--- src/rtl/snn_pkg.sv ---
// Shared types for the SNN pooling scheduler: FSM states, stream width and beat layout.
package snn_pkg;

  localparam int AXIS_DW = 32;
  localparam int GRANT_W = 3;
  localparam int MAX_REQ = 8;

  typedef enum logic [1:0] {
    ST_IDLE      = 2'd0,
    ST_CONFIG    = 2'd1,
    ST_STREAM    = 2'd2,
    ST_WAIT_DONE = 2'd3
  } sched_state_e;

  typedef struct packed {
    logic               last;
    logic [AXIS_DW-1:0] data;
  } axis_beat_t;

  // Index of the requester after idx, wrapping at n.
  function automatic logic [GRANT_W-1:0] wrap_inc(input logic [GRANT_W-1:0] idx, input int n);
    return (int'(idx) + 1 >= n) ? '0 : idx + 1'b1;
  endfunction

endpackage

--- src/rtl/snn_rr_arbiter.sv ---
// Round-robin selector: first asserted request at or after ptr, wrapping modulo NUM_REQ.
// Purely combinational, zero latency; no backpressure of its own.
module snn_rr_arbiter
  import snn_pkg::*;
#(
  parameter int NUM_REQ = 4
) (
  input  logic [NUM_REQ-1:0] req,
  input  logic [GRANT_W-1:0] ptr,
  output logic [GRANT_W-1:0] gnt_idx,
  output logic               gnt_vld
);

  localparam int CW = GRANT_W + 1;

  logic [MAX_REQ-1:0] req_ext;
  logic [CW-1:0]      cand;

  always_comb begin
    req_ext              = '0;
    req_ext[NUM_REQ-1:0] = req;
    gnt_idx              = '0;
    gnt_vld              = 1'b0;
    cand                 = '0;
    for (int i = 0; i < NUM_REQ; i++) begin
      cand = {1'b0, ptr} + CW'(i);
      if (cand >= CW'(NUM_REQ)) begin
        cand = cand - CW'(NUM_REQ);
      end
      if (!gnt_vld && req_ext[cand[GRANT_W-1:0]]) begin
        gnt_vld = 1'b1;
        gnt_idx = cand[GRANT_W-1:0];
      end
    end
  end

endmodule

--- src/rtl/snn_pool_scheduler.sv ---
// Grants one spike stream at a time to the pooling engine: config word, stream frame, wait for done.
// Stream path is zero-latency; pool_tready is routed straight back to the granted requester only.
module snn_pool_scheduler
  import snn_pkg::*;
#(
  parameter int NUM_REQ        = 4,
  parameter int TIMEOUT_CYCLES = 4096,
  parameter int CNT_WIDTH      = 16
) (
  input  logic                       clk,
  input  logic                       rst,
  input  logic                       enable,
  input  logic [NUM_REQ-1:0]         req_tvalid,
  input  logic [NUM_REQ*AXIS_DW-1:0] req_tdata,
  input  logic [NUM_REQ-1:0]         req_tlast,
  output logic [NUM_REQ-1:0]         req_tready,
  input  logic [NUM_REQ*AXIS_DW-1:0] req_cfg,
  output logic                       pool_config_valid,
  output logic [AXIS_DW-1:0]         pool_config_data,
  output logic                       pool_tvalid,
  output logic [AXIS_DW-1:0]         pool_tdata,
  output logic                       pool_tlast,
  input  logic                       pool_tready,
  input  logic                       pool_busy,
  input  logic                       pool_layer_done,
  output logic [GRANT_W-1:0]         grant_id,
  output logic                       sched_busy,
  output logic                       frame_done,
  output logic                       timeout_err,
  output logic [CNT_WIDTH-1:0]       frame_count
);

  localparam int               TMO_W    = $clog2(TIMEOUT_CYCLES + 1);
  localparam logic [TMO_W-1:0] TMO_LAST = TMO_W'(TIMEOUT_CYCLES - 1);

  sched_state_e         state_q, state_d;
  logic [GRANT_W-1:0]   grant_id_q, grant_id_d;
  logic [GRANT_W-1:0]   rr_ptr_q, rr_ptr_d;
  logic [TMO_W-1:0]     tmo_cnt_q, tmo_cnt_d;
  logic                 frame_done_q, frame_done_d;
  logic                 timeout_err_q, timeout_err_d;
  logic [CNT_WIDTH-1:0] frame_count_q, frame_count_d;

  logic [GRANT_W-1:0]   arb_idx;
  logic                 arb_vld;
  logic [GRANT_W-1:0]   next_rr;
  logic                 in_stream;
  logic                 beat_fire;
  logic [MAX_REQ-1:0]   vld_ext;
  logic [MAX_REQ-1:0]   rdy_ext;
  axis_beat_t           beat_arr [MAX_REQ];
  logic [AXIS_DW-1:0]   cfg_arr  [MAX_REQ];
  axis_beat_t           sel_beat;
  logic                 sel_vld;

  // The engine's busy flag carries no information the done handshake lacks.
  logic unused_pool_busy;
  assign unused_pool_busy = pool_busy;

  snn_rr_arbiter #(
    .NUM_REQ(NUM_REQ)
  ) u_arb (
    .req    (req_tvalid),
    .ptr    (rr_ptr_q),
    .gnt_idx(arb_idx),
    .gnt_vld(arb_vld)
  );

  // Unpack the flat per-requester buses into fixed-size arrays indexable by grant_id.
  always_comb begin
    vld_ext = '0;
    for (int r = 0; r < MAX_REQ; r++) begin
      beat_arr[r] = '0;
      cfg_arr[r]  = '0;
    end
    for (int r = 0; r < NUM_REQ; r++) begin
      vld_ext[r]       = req_tvalid[r];
      beat_arr[r].last = req_tlast[r];
      beat_arr[r].data = req_tdata[r*AXIS_DW +: AXIS_DW];
      cfg_arr[r]       = req_cfg[r*AXIS_DW +: AXIS_DW];
    end
  end

  assign sel_beat  = beat_arr[grant_id_q];
  assign sel_vld   = vld_ext[grant_id_q];
  assign in_stream = (state_q == ST_STREAM);
  assign next_rr   = wrap_inc(grant_id_q, NUM_REQ);

  always_comb begin
    pool_tvalid = in_stream & sel_vld;
    pool_tdata  = in_stream ? sel_beat.data : '0;
    pool_tlast  = in_stream & sel_beat.last;
    rdy_ext     = '0;
    if (in_stream) begin
      rdy_ext[grant_id_q] = pool_tready;
    end
    pool_config_valid = (state_q == ST_CONFIG);
    pool_config_data  = pool_config_valid ? cfg_arr[grant_id_q] : '0;
  end

  assign req_tready = rdy_ext[NUM_REQ-1:0];
  assign beat_fire  = pool_tvalid & pool_tready;

  always_comb begin
    state_d       = state_q;
    grant_id_d    = grant_id_q;
    rr_ptr_d      = rr_ptr_q;
    tmo_cnt_d     = tmo_cnt_q;
    frame_done_d  = 1'b0;
    timeout_err_d = timeout_err_q;
    frame_count_d = frame_count_q;
    case (state_q)
      ST_IDLE: begin
        if (enable && arb_vld) begin
          grant_id_d = arb_idx;
          state_d    = ST_CONFIG;
        end
      end
      ST_CONFIG: begin
        state_d = ST_STREAM;
      end
      ST_STREAM: begin
        if (beat_fire && pool_tlast) begin
          tmo_cnt_d = '0;
          state_d   = ST_WAIT_DONE;
        end
      end
      ST_WAIT_DONE: begin
        tmo_cnt_d = tmo_cnt_q + 1'b1;
        // Done takes priority over a timeout landing in the same cycle.
        if (pool_layer_done) begin
          frame_done_d  = 1'b1;
          frame_count_d = frame_count_q + 1'b1;
          rr_ptr_d      = next_rr;
          state_d       = ST_IDLE;
        end else if (tmo_cnt_q == TMO_LAST) begin
          timeout_err_d = 1'b1;
          rr_ptr_d      = next_rr;
          state_d       = ST_IDLE;
        end
      end
      default: begin
        state_d = ST_IDLE;
      end
    endcase
  end

  always_ff @(posedge clk or posedge rst) begin
    if (rst) begin
      state_q       <= ST_IDLE;
      grant_id_q    <= '0;
      rr_ptr_q      <= '0;
      tmo_cnt_q     <= '0;
      frame_done_q  <= 1'b0;
      timeout_err_q <= 1'b0;
      frame_count_q <= '0;
    end else begin
      state_q       <= state_d;
      grant_id_q    <= grant_id_d;
      rr_ptr_q      <= rr_ptr_d;
      tmo_cnt_q     <= tmo_cnt_d;
      frame_done_q  <= frame_done_d;
      timeout_err_q <= timeout_err_d;
      frame_count_q <= frame_count_d;
    end
  end

  assign grant_id    = grant_id_q;
  assign sched_busy  = (state_q != ST_IDLE);
  assign frame_done  = frame_done_q;
  assign timeout_err = timeout_err_q;
  assign frame_count = frame_count_q;

endmodule

--- config.mk ---
export PLATFORM = sky130hd
export DESIGN_NAME = snn_pool_scheduler
export DESIGN_NICKNAME = d
export VERILOG_FILES = /design/src/rtl/snn_pkg.sv /design/src/rtl/snn_rr_arbiter.sv /design/src/rtl/snn_pool_scheduler.sv
export SDC_FILE = /design/constraint.sdc
export NUM_CORES = 1
export LEC_CHECK = 0
export BUFFER_PORTS_ARGS = -buffer_cell sky130_fd_sc_hd__buf_2
export CAP_MARGIN = 20
export CELL_PAD_IN_SITES_DETAIL_PLACEMENT = 0
export CELL_PAD_IN_SITES_GLOBAL_PLACEMENT = 2
export CORE_AREA = 2 2 141 143
export CTS_CLUSTER_DIAMETER = 40
export DETAILED_ROUTE_END_ITERATION = 10
export DIE_AREA = 0 0 143 145
export GPL_TIMING_DRIVEN = 0
export PLACE_DENSITY = 0.92
export SLEW_MARGIN = 20
export SYNTH_ARGS = -nofsm -noshare
export SYNTH_HDL_FRONTEND = slang
export SYNTH_HIERARCHICAL = 1
export SYNTH_SLANG_ARGS = --single-unit
--- constraint.sdc ---
create_clock -name clk -period 5.75 [get_ports clk]
set_input_delay 0.8625 -clock clk [delete_from_list [all_inputs] [get_ports clk]]
set_output_delay 0.8625 -clock clk [all_outputs]
set_load 0.005 [all_outputs]
==> impl_metrics.tcl <==
set metrics [dict create \
    clock_latency_ps 280 \
    dominantRegCellSynth "dfrtp_1" \
    routed_wl_um 21770 \
    regToRegEndpoint "grant_id[1]" \
    required_ps 4890 \
    critPathCaptureType "output pin" \
    die_h_um 145 \
    cpPeakStageDelay_ps 410 \
    min_path_type "reg2reg" \
    clockBufferDepth 2 \
    dp_hpwl_um 18960 \
    drc_errors 0 \
    detail-route-antenna-nets 0 \
    vias_per_cell 4.795 \
    final_nets 1042 \
    first_global_vias 5091 \
    root_buffer "clkbuf_16" \
    rrSetupSlack_ps 3110 \
    finalSetupTns_ps 0 \
    cts_tree "yes" \
    timing.fmax_mhz 312.4 \
    pwr-share-comb_pct 70.4 \
    synth.top_cell.area_share_pct 34.32 \
    mappedNetlistArea_sq_um 4332 \
    power.density_nw_per_um2 349.9 \
    cp.arrival_ps 2340 \
    pwr-share-clk_pct 12.5 \
    hold_buffers 0 \
    skew_ps 3.573 \
    cts_sinks 39 \
    p_seq_share_pct 17.1 \
    crit_fanout 10 \
    std_cell_rows 51 \
    irDropWorstVdd_mv 0.1633 \
    period_share_pct 55.68 \
    ys_seq_area_share_pct 22.53 \
    num_vias 4977 \
    grt_pass1_wl_um 31390 \
    grt-ovfl-total 0 \
    max_slew_margin_pct 47.64 \
    area_delta_synth_final_pct 53.96 \
    r2r-start "rr_ptr_q[1]" \
    power.internal_mw 1.380 \
    place.gp.congestion 0.9133 \
    initial_core_util_pct 22.55 \
    drive_gt1_share_pct 60.99 \
    cap_violations 0 \
    period_minus_slack_ps 3201 \
    antenna_found_initial 10 \
    synthArstFlopShare_pct 100.0 \
    yosysWarnings 6 \
    synth_area_leaders "mux4_2 (34%), dfrtp_1 (23%), nor2b_1 (10%)" \
    synth_cells 394 \
    worst_path_max_delay_cell "dfrtp_1" \
    drv_slew 0 \
    core_sq_um 19210 \
    ios 363 \
    status "complete, no violations" \
    reg2reg_depth 9 \
    synth_cell_type_count 56 \
    synth_nets 673 \
    die_w_um 143 \
    crit_type "reg2out" \
    first_pass_iters 4 \
    swShare_pct 40.84 \
    finalSetupViolations 0 \
    final_hold_viol_count 0 \
    numCtsBuffers 5 \
    power_mw 2.333 \
    p_switching_uw 952.9 \
    synth_enable_flop_cells 0 \
    first_iter_violations 201 \
    cts_resized 0 \
    wl_per_cell_um 20.97 \
    grt_usage_pct 20.08 \
    path_cells "inv_1 > ha_1 > nand2b_1 > clkbuf_1 > nor2b_1 > buf_2" \
    endpoint "pool_tdata[30]" \
    postSynthAreaPerCell_sq_um 10.99 \
    tightest_slew_ps 778.3 \
    path_clk_slew_ps 50 \
    port_buffers 361 \
    ys_seq_elements 39 \
    yosys.area.top_type "mux4_2" \
    crit_start "state_q[0]" \
    rsz0062_at_grt "false" \
    startpoint_type "register" \
    postCtsSetupBuffers 0 \
    die-area_sq_um 20740 \
    grt_max_degree 29 \
    htreeDepth 2 \
    p_leak_nw 3.277 \
]
## power by group through the flow
stage               Clock, mW  Sequential, mW  Combinational, mW
floorplan                   0           0.386               1.13
finish                  0.292           0.398               1.64
global placement            0           0.401               1.65
global route            0.308           0.409               1.81
CTS                     0.298           0.399               1.67
detailed placement          0           0.403               1.67
## flip-flops by register name, summed over array words and instances (netlist names)
register,cells
frame_count,16
frame_done,1
grant_id,3
rr_ptr_q,3
state_q,2
timeout_err,1
tmo_cnt_q,13
## placed cells by master (no fill, tap or decap), types with 2 or more instances in the layout
| cell type | count |
|---|---|
| a211oi_1 | 2 |
| a21o_1 | 2 |
| a21oi_1 | 9 |
| a31oi_1 | 2 |
| and3_1 | 5 |
| buf_1 | 3 |
| buf_2 | 372 |
| buf_4 | 2 |
| buf_6 | 2 |
| clkbuf_1 | 11 |
| clkbuf_16 | 5 |
| clkbuf_8 | 2 |
| dfrtp_1 | 39 |
| diode_2 | 9 |
| ha_1 | 9 |
| inv_1 | 14 |
| mux2_2 | 7 |
| mux2i_1 | 5 |
| mux4_2 | 66 |
| nand2_1 | 15 |
| nand2b_1 | 6 |
| nand3_1 | 12 |
| nand3b_1 | 2 |
| nand4_1 | 7 |
| nand4b_1 | 2 |
| nor2_1 | 18 |
| nor2b_1 | 69 |
| nor3_1 | 5 |
| nor4_1 | 2 |
| o211ai_1 | 3 |
| o21a_1 | 2 |
| o21ai_0 | 7 |
| o22ai_1 | 2 |
| o311ai_0 | 2 |
| o31ai_1 | 6 |
| or3_1 | 2 |
| or4_1 | 4 |
| xnor2_1 | 12 |
| xor2_1 | 7 |
## routing by layer
| metal | GRT usage [%] | up-vias | wire (um) |
|---|---|---|---|
| li1 | - | 2260 | - |
| met1 | 25.65 | 2454 | 8950 |
| met2 | 33.54 | 234 | 10880 |
| met3 | 3.498 | 29 | 1430 |
| met4 | 7.822 | 0 | 507 |
| met5 | 0 | - | 0 |
## cell families (layout without fill, tap and decap cells)
group / Yosys count / after routing / share of synthesized area [%]
compound gates: 47 / 47 / 7.510
xor+xnor: 19 / 19 / 3.842
flops: 39 / 39 / 22.53
buf+inv: 43 / 413 / 4.564
other cells: 1 / 10 / 0.08657
simple gates: 157 / 157 / 21.32
mux: 79 / 79 / 37.55
fa+ha+maj: 9 / 9 / 2.600
## worst min-delay path by stage
stage / cells after the start / slack (ps) / startpoint / end
6_report: 1 / 470 / frame_count[15] / frame_count[15]
5_1_grt: 2 / 510 / timeout_err / timeout_err
4_1_cts: 1 / 470 / frame_count[15] / frame_count[15]
3_5_place_dp: 1 / 460 / frame_count[15] / frame_count[15]
2_1_floorplan: 2 / 450 / timeout_err / timeout_err
3_3_place_gp: 2 / 460 / timeout_err / timeout_err
## layout make-up
class                      count  area (sq um)
antenna                        9         22.52
buffer                        28         141.4
clock buffer                   8         156.4
fill                        2029         12540
inverter                      15         56.30
multi-input combinational    312          3158
sequential                    39         975.9
tap                          265         331.6
timing repair buffer         362          1827
## per-stage QoR
step	worst slack, ps	util (%)	instance area [sq um]	hold slack (ps)	instances
floorplan	3341	-	4332	454.3	394
global placement	2709	33.69	6470	460.1	1020
finish	2549	34.72	6669	474.1	1038
CTS	2444	34.60	6646	473.9	1029
detailed placement	2747	33.79	6490	457.4	1021
global route	2317	34.72	6669	507.3	1038
## cell usage after synthesis, types with 3 or more instances
master,count
a21oi_1,9
ha_1,9
o21ai_0,7
xor2_1,7
nor2b_1,69
mux2i_1,5
or4_1,4
nor2_1,18
nand3_1,12
o211ai_1,3
dfrtp_1,39
inv_1,15
mux2_2,7
and3_1,5
buf_2,11
nand4_1,7
clkbuf_1,10
nor3_1,5
xnor2_1,12
mux4_2,66
o31ai_1,6
buf_1,3
nand2_1,15
nand2b_1,6
## worst max-delay path: cells and delay by family, from the launching register on
family	cells	cell delay [ps]
buffers and inverters	3	630
and+or+nand+nor	2	620
DFF	1	410
adders and majority gates	1	380
Power figures use the tool's default switching activity.
